--- config.mk ---
export PLATFORM = sky130hd
export DESIGN_NAME = btb_update_ctrl
export DESIGN_NICKNAME = d
export VERILOG_FILES = /design/src/rtl/btb_update_ctrl.sv
export SDC_FILE = /design/constraint.sdc
export NUM_CORES = 1
export LEC_CHECK = 0
export CAP_MARGIN = 20
export CORE_ASPECT_RATIO = 1.2
export CORE_MARGIN = 2
export CORE_UTILIZATION = 54
export DETAILED_ROUTE_END_ITERATION = 16
export HOLD_SLACK_MARGIN = 0.02
export PLACE_DENSITY = 0.8
export SYNTH_ARGS = -nofsm -noshare
export SYNTH_HDL_FRONTEND = slang
export SYNTH_SLANG_ARGS = --single-unit
--- constraint.sdc ---
create_clock -name clk -period 9.05 [get_ports clk]
set_input_delay 2.715 -clock clk [delete_from_list [all_inputs] [get_ports clk]]
set_output_delay 2.715 -clock clk [all_outputs]
set_load 0.005 [all_outputs]
--- src/rtl/btb_update_ctrl.sv ---
// BTB write-port sequencer: queues branch-unit and pre-decode updates
// and sweeps every entry invalid after reset or flush.
module btb_update_ctrl #(
    parameter int ENTRIES    = 1024,
    parameter int IDX_LO     = 1,
    parameter int IDX_W      = 10,
    parameter int FIFO_DEPTH = 4
) (
    input  logic        clk,
    input  logic        rstn,
    input  logic        flush,
    input  logic        ex_valid,
    output logic        ex_ready,
    input  logic [29:0] ex_pc,
    input  logic [1:0]  ex_type,
    input  logic [29:0] ex_target,
    input  logic        pd_valid,
    output logic        pd_ready,
    input  logic [29:0] pd_pc,
    input  logic [1:0]  pd_type,
    input  logic [29:0] pd_target,
    output logic        btb_we,
    output logic [29:0] btb_wr_pc,
    output logic [1:0]  btb_wr_type,
    output logic [29:0] btb_wr_target,
    output logic        btb_wr_valid,
    output logic        busy
);

    localparam int PW = $clog2(FIFO_DEPTH);

    typedef enum logic {
        CLEAR,
        RUN
    } state_t;

    state_t state_q, state_d;

    logic [IDX_W-1:0] cnt_q, cnt_d;
    logic [PW:0]      wptr_q, wptr_d;
    logic [PW:0]      rptr_q, rptr_d;
    logic [PW:0]      count;
    logic             room;
    logic             empty;
    logic             push;
    logic             ex_fire;
    logic             pd_fire;

    logic [29:0] in_pc;
    logic [1:0]  in_type;
    logic [29:0] in_tgt;

    logic [29:0] q_pc   [FIFO_DEPTH];
    logic [1:0]  q_type [FIFO_DEPTH];
    logic [29:0] q_tgt  [FIFO_DEPTH];

    logic        we_d;
    logic [29:0] pc_d;
    logic [1:0]  type_d;
    logic [29:0] tgt_d;
    logic        val_d;
    logic [29:0] clr_pc;

    assign count = wptr_q - rptr_q;
    assign room  = count < (PW+1)'(FIFO_DEPTH);
    assign empty = (count == '0);
    assign busy  = (state_q == CLEAR);

    // Readies look only at registered occupancy, never at a same-cycle pop.
    assign ex_ready = (state_q == RUN) && !flush && room;
    assign pd_ready = (state_q == RUN) && !flush && room && !ex_valid;

    assign ex_fire = ex_valid && ex_ready;
    assign pd_fire = pd_valid && pd_ready;
    assign push    = ex_fire || pd_fire;

    assign in_pc   = ex_fire ? ex_pc     : pd_pc;
    assign in_type = ex_fire ? ex_type   : pd_type;
    assign in_tgt  = ex_fire ? ex_target : pd_target;

    always_ff @(posedge clk) begin
        if (push) begin
            q_pc[wptr_q[PW-1:0]]   <= in_pc;
            q_type[wptr_q[PW-1:0]] <= in_type;
            q_tgt[wptr_q[PW-1:0]]  <= in_tgt;
        end
    end

    always_comb begin
        clr_pc = '0;
        clr_pc[IDX_LO +: IDX_W] = cnt_q;
    end

    always_comb begin
        state_d = state_q;
        cnt_d   = cnt_q;
        wptr_d  = wptr_q + {{PW{1'b0}}, push};
        rptr_d  = rptr_q;
        we_d    = 1'b0;
        pc_d    = btb_wr_pc;
        type_d  = btb_wr_type;
        tgt_d   = btb_wr_target;
        val_d   = btb_wr_valid;
        if (flush) begin
            // The flush edge itself issues the index-0 clear write.
            state_d = CLEAR;
            wptr_d  = '0;
            rptr_d  = '0;
            cnt_d   = IDX_W'(1);
            we_d    = 1'b1;
            pc_d    = '0;
            type_d  = '0;
            tgt_d   = '0;
            val_d   = 1'b0;
        end else begin
            unique case (state_q)
                CLEAR: begin
                    we_d   = 1'b1;
                    pc_d   = clr_pc;
                    type_d = '0;
                    tgt_d  = '0;
                    val_d  = 1'b0;
                    cnt_d  = cnt_q + IDX_W'(1);
                    if (cnt_q == IDX_W'(ENTRIES - 1)) begin
                        state_d = RUN;
                        cnt_d   = '0;
                    end
                end
                RUN: begin
                    if (!empty) begin
                        rptr_d = rptr_q + {{PW{1'b0}}, 1'b1};
                        we_d   = 1'b1;
                        pc_d   = q_pc[rptr_q[PW-1:0]];
                        type_d = q_type[rptr_q[PW-1:0]];
                        tgt_d  = q_tgt[rptr_q[PW-1:0]];
                        val_d  = (q_type[rptr_q[PW-1:0]] != 2'b00);
                    end
                end
                default: state_d = CLEAR;
            endcase
        end
    end

    always_ff @(posedge clk or negedge rstn) begin
        if (!rstn) begin
            state_q       <= CLEAR;
            cnt_q         <= '0;
            wptr_q        <= '0;
            rptr_q        <= '0;
            btb_we        <= 1'b0;
            btb_wr_pc     <= '0;
            btb_wr_type   <= '0;
            btb_wr_target <= '0;
            btb_wr_valid  <= 1'b0;
        end else begin
            state_q       <= state_d;
            cnt_q         <= cnt_d;
            wptr_q        <= wptr_d;
            rptr_q        <= rptr_d;
            btb_we        <= we_d;
            btb_wr_pc     <= pc_d;
            btb_wr_type   <= type_d;
            btb_wr_target <= tgt_d;
            btb_wr_valid  <= val_d;
        end
    end

endmodule

==> Yosys cells after proc, flatten, opt, wreduce, memory -nomap -nowiden <==
Memory sizes are Yosys's and may differ from the RTL's.
Index checks and enable logic that the tools add are counted.
{ "classes": {"add_sub_neg": 4, "mul": 0, "n_div": 0, "order_cmp": 1, "eq_ne": 4, "n_shift": 0, "n_mux": 30, "bitwise_logic": 1, "n_reduce_logical": 12} }
{ "op_table": {"columns": ["cell", "count"], "rows": [
  ["$mux 30", 6],
  ["$pmux 30 s2", 2],
  ["$mux 10", 3],
  ["$mux 3", 4],
  ["$add 10x1->10 const B", 1],
  ["$eq 10x10->1 const B", 1],
  ["$mux 1", 9],
  ["$mux 2", 3],
  ["$logic_and 1x1->1", 5],
  ["$ne 2x2->1 const B", 2],
  ["$pmux 1 s2", 2],
  ["$pmux 2 s2", 1],
  ["$reduce_bool 2->1", 2],
  ["$add 3x1->3", 1],
  ["$add 3x1->3 const B", 1],
  ["$logic_not 3->1", 1],
  ["$lt 3x3->1 const B", 1],
  ["$ne 3x3->1 const B", 1],
  ["$sub 3x3->3", 1],
  ["$logic_not 1->1", 2],
  ["$reduce_and 2->1", 1],
  ["$logic_or 1x1->1", 1],
  ["$not 1->1", 1]
]} }
{ "word_totals": {"regBits": 81, "latchBits": 0, "ram_bits": 248, "mem_bits_ro": 0, "input_bits": 129, "out_inout_bits": 67, "word_cells": 64, "n_memories": 3} }
{ "memory_table": {"columns": ["memory", "depth", "width", "rd", "rd_clocked_by_memory_dff", "write_ports", "line_no", "source"], "rows": [
  ["q_pc", 4, 30, 1, 0, 1, "53", "logic [29:0] q_pc [FIFO_DEPTH];"],
  ["q_tgt", 4, 30, 1, 0, 1, "55", "logic [29:0] q_tgt [FIFO_DEPTH];"],
  ["q_type", 4, 2, 1, 0, 1, "54", "logic [1:0] q_type [FIFO_DEPTH];"]
]} }

==> Depth between registers and ports, before layout <==
{ "depth": {"word_depth": 8, "depth_mapped": 11, "ltp_nobuf": 11} }

==> Worst setup path after synthesis <==
Ideal clock, no wire load.
{ "synth_path": {"kind": "input port to flip-flop", "startpoint": "input flush", "endpoint": "memory q_pc[1][0], enable pin", "setup_ps": 559, "arrival_time_ps": 7777, "required_ps": 8491, "path_slack_ps": 714, "cell_stages": 5, "path_buffers": 1, "path_cell_list": "clkbuf_1 nand2b_1 nor2_4 o21ai_0 nor3_1"} }
{ "synth_between": {"elab_chain_len": 8, "elab_cells_between_ends": 9, "classes_between": "mux: 2; reduce/logical: 7"} }
{ "synth_rtl": {"columns": ["element", "line_no", "source"], "rows": [
  ["start: declaration", "11", "input logic flush,"],
  ["$logic_not 1->1 *", "70", "assign ex_ready = (state_q == RUN) && !flush && room;"],
  ["$logic_and 1x1->1 * (2 in a row)", "70", null],
  ["via ex_ready", "13", "output logic ex_ready,"],
  ["$logic_and 1x1->1", "71", "assign pd_ready = (state_q == RUN) && !flush && room && !ex_valid;"],
  ["$logic_and 1x1->1", "74", "assign pd_fire = pd_valid && pd_ready;"],
  ["$logic_or 1x1->1 *", "75", "assign push = ex_fire || pd_fire;"],
  ["$mux 1 *", "82", "if (push) begin"],
  ["$mux 1 (implied by the code) *", "83", "q_pc[wptr_q[PW-1:0]] <= in_pc;"],
  ["end: declaration", "53", null]
]} }
The timed path passes the listed nets; every way through them passes the cells marked *.

==> Final worst setup path <==
{ "layout_path": {"startpoint": "input flush", "endpoint": "output pd_ready"} }
{ "layout_between": {"elab_chain_len": 4} }
{ "layout_rtl": {"columns": ["element", "line_no", "source"], "rows": [
  ["$logic_not 1->1", "71", null],
  ["$logic_and 1x1->1 (3 in a row)", "71", null],
  ["end: declaration", "18", "output logic pd_ready,"]
]} }
No other way between the ends.

==> flow_summary.ini <==
[drt]
wl_met3_um = 1310
vias_per_cell = 5.73
m1WireLength_um = 10300
highest-signal-layer = met4
ant_nets = 0
wl_per_cell_um = 21.3
wl_met2_um = 14200
drc_errors = 0
first_iter_violations = 376
drt_wl_total_um = 26200
drt-pass1-iter-count = 4
num_vias = 7041

[floorplanning]
num_rows = 62
initial_core_util = 0.551
num_io_pins = 196
coreArea_um2 = 24000
die_w_um = 147
die_h_um = 176
die-area_um2 = 25800

[cts]
clockRootBuffer = clkbuf_16
cts_made_buffers = 31
htree_num_levels = 1
clock_latency_ns = 0.54
cts_tree = built
ctsResizeCount = 0
cts_hold_buf = 0
clk_pin_slew_ns = 0.06
ctsLongestPathBuffers = 3
clock_sinks = 329
post_cts_buffers = 0

[global_routing]
grt.total_usage = 0.206
grt_overflow_total = 0
antenna_found_initial = 0
grt_max_degree = 74
grt_pass1_wl_um = 41100
grt_pass1_vias = 7543

[run]
cap_violations = 0

[sta]
worst_slew_pin_slew_ns = 0.966
relSlewSlack = 0.352
hold_viol_final = 0
fin_tns_setup_ns = 0
rsz0062_at_grt = false
fmax_mhz = 134
finalSetupViolCount = 0
finalCritPeriodShare = 0.825
min_period_ns = 7.47
worst_hold_slack_ns = 0.487
slew_violations = 0
finClkSkew_ns = 0.0169

[power_and_ir_drop]
seqPwrFrac = 0.533
switching_share = 0.185
p_comb_frac = 0.036
p_sw_uw = 567
p_int_mw = 2.50
clkPwrFrac = 0.432
power_density_nw_per_um2 = 185
p_leak_nw = 6.01
ir_drop_uv = 176

[place]
io_buffers = 195
dp_cells = 1171
place_area_um2 = 15500
dpl.hpwl_um = 15700
place.gp.congestion = 0.775

[critical_path]
cp_cell_sequence = clkdlybuf4s50_1, nand2b_1, nor3_1, clkdlybuf4s50_1
crit_top_cell = clkdlybuf4s50_1
worst-path-buf-inv = 2
critPathMaxFanout = 19
slowest_delay_ns = 0.74
worstSetupStartpointType = input port
worstSetupPathType = input port to output pin
reg2reg_to = q_pc[0][20]
critPathSlowestCell = clkdlybuf4s50_1
required_ns = 6.34
r2r_cells = 7
cpLargestDelayFamily = buffers and inverters
r2r-start = rptr_q[0]
rrSetupSlack_ns = 5.20
end_kind = output pin
worstPathArrival_ns = 4.75

[synthesis]
synth.top_cell.area_share = 0.562
syn-cell-area_um2 = 13300
synth_area_leaders = edfxtp_1 (56%), dfrtp_1 (15%), mux4_2 (8.8%), mux2_4 (6.8%), a22o_1 (3.6%)
syn_avg_cell_area_um2 = 19.5
synth_cells = 680
ys_top_cells_by_count = edfxtp_1 (248), dfrtp_1 (81), mux2_4 (60)
ys_warn_count = 0
synth-seq-cells = 329
synthArstFlopShare = 0.246
synth_edf_count = 248
syn_nets = 815
synth.largest_area_cell = edfxtp_1
synth_most_common_cell = edfxtp_1
synth_ff_type = edfxtp_1
synth_cell_types = 45
yosysSeqAreaShare = 0.715

[finish]
final_core_util = 0.690
drive_gt1_frac = 0.209
final_nets = 1019
num_antenna_cells = 0
multi_input_area_um2 = 3530
layout.area.seq_um2 = 9480
fin_area_um2 = 16600
fillers = 1566
syn_to_final_growth_pct = 25.2
finalNonFillerCells = 1228

[hold_path]
worstHoldEndpoint = btb_wr_valid
min_from = btb_wr_valid
hold_class = register to register
hold_depth = 2

[run_status]
status = complete, no violations
## placed cells by master, fill, tap and decap left out, drive strengths merged, types with 2 or more instances in the layout
| master | count |
|---|---|
| o21ai | 2 |
| a31oi | 3 |
| nand2 | 8 |
| mux4 | 52 |
| edfxtp | 248 |
| clkbuf | 39 |
| nand3 | 3 |
| nor3 | 8 |
| and4 | 2 |
| bufinv | 5 |
| nor2 | 19 |
| nor2b | 3 |
| clkdlybuf4s50 | 194 |
| dfrtp | 81 |
| inv | 18 |
| xor2 | 3 |
| and3 | 2 |
| o22ai | 10 |
| xnor2 | 4 |
| mux2 | 62 |
| mux2i | 21 |
| buf | 14 |
| ha | 5 |
| a211oi | 10 |
| o31ai | 3 |
| a22o | 54 |
| a21oi | 11 |
| clkinv | 11 |
## cell type report
type,instances,share of cell area
Clock buffer,39,0.0504
Clock inverter,18,0.0134
Inverter,17,0.00385
Multi-Input combinational cell,297,0.213
Sequential cell,329,0.571
Tap cell,320,0.0241
Timing Repair Buffer,208,0.124
## worst max path at each step
stage | endpoint | start | cells after the start | slack, ns
floorplan | q_pc[1][0] | flush | 5 | 0.71
global placement | pd_ready | flush | 4 | 1.64
detailed placement | pd_ready | flush | 4 | 1.59
CTS | pd_ready | flush | 4 | 1.58
global route | pd_ready | flush | 4 | 1.46
finish | pd_ready | flush | 4 | 1.58
## stage by stage
step	power [mW]	setup WS, ns
6_report	3.06	1.58
5_1_grt	3.15	1.46
4_1_cts	3.09	1.58
3_5_place_dp	1.77	1.59
3_3_place_gp	1.77	1.64
2_1_floorplan	1.70	0.714
## routing by layer
| metal | track usage | vias to the layer above |
|---|---|---|
| li1 | - | 3139 |
| met1 | 0.267 | 3634 |
| met2 | 0.375 | 239 |
| met3 | 0.0278 | 29 |
| met4 | 0.0481 | 0 |
| met5 | 0 | - |
## worst min-delay path, delay by kind of cell (launching register included)
family          cells  cell delay [ns]
compound gates      1             0.05
simple gates        1             0.05
flops               1             0.35
## power groups by stage
stage	logic (mW)	clock network (mW)	registers (mW)
6_report	0.110	1.32	1.63
5_1_grt	0.119	1.40	1.63
4_1_cts	0.111	1.35	1.63
3_5_place_dp	0.111	0	1.66
3_3_place_gp	0.107	0	1.66
2_1_floorplan	0.0343	0	1.66
## registers in the layout, summed over array words and instances, names as in the netlist
name,count
btb_we,1
btb_wr_type,2
rptr_q,3
cnt_q,10
btb_wr_pc,30
q_tgt,120
q_pc,120
btb_wr_target,30
state_q,1
q_type,8
wptr_q,3
btb_wr_valid,1
## kinds of logic (layout without fill, tap and decap cells)
logic type / after synthesis / after routing / synth area share
buffers and inverters: 54 / 282 / 0.0211
flip-flops: 329 / 329 / 0.715
adder cells (fa/ha/maj): 6 / 6 / 0.00623
AO/OA/AOI/OAI: 97 / 97 / 0.0569
XOR/XNOR: 8 / 8 / 0.00651
multiplexers: 135 / 135 / 0.174
AND/OR/NAND/NOR: 51 / 51 / 0.0204
Note: power is estimated with default switching activity, not from simulation.
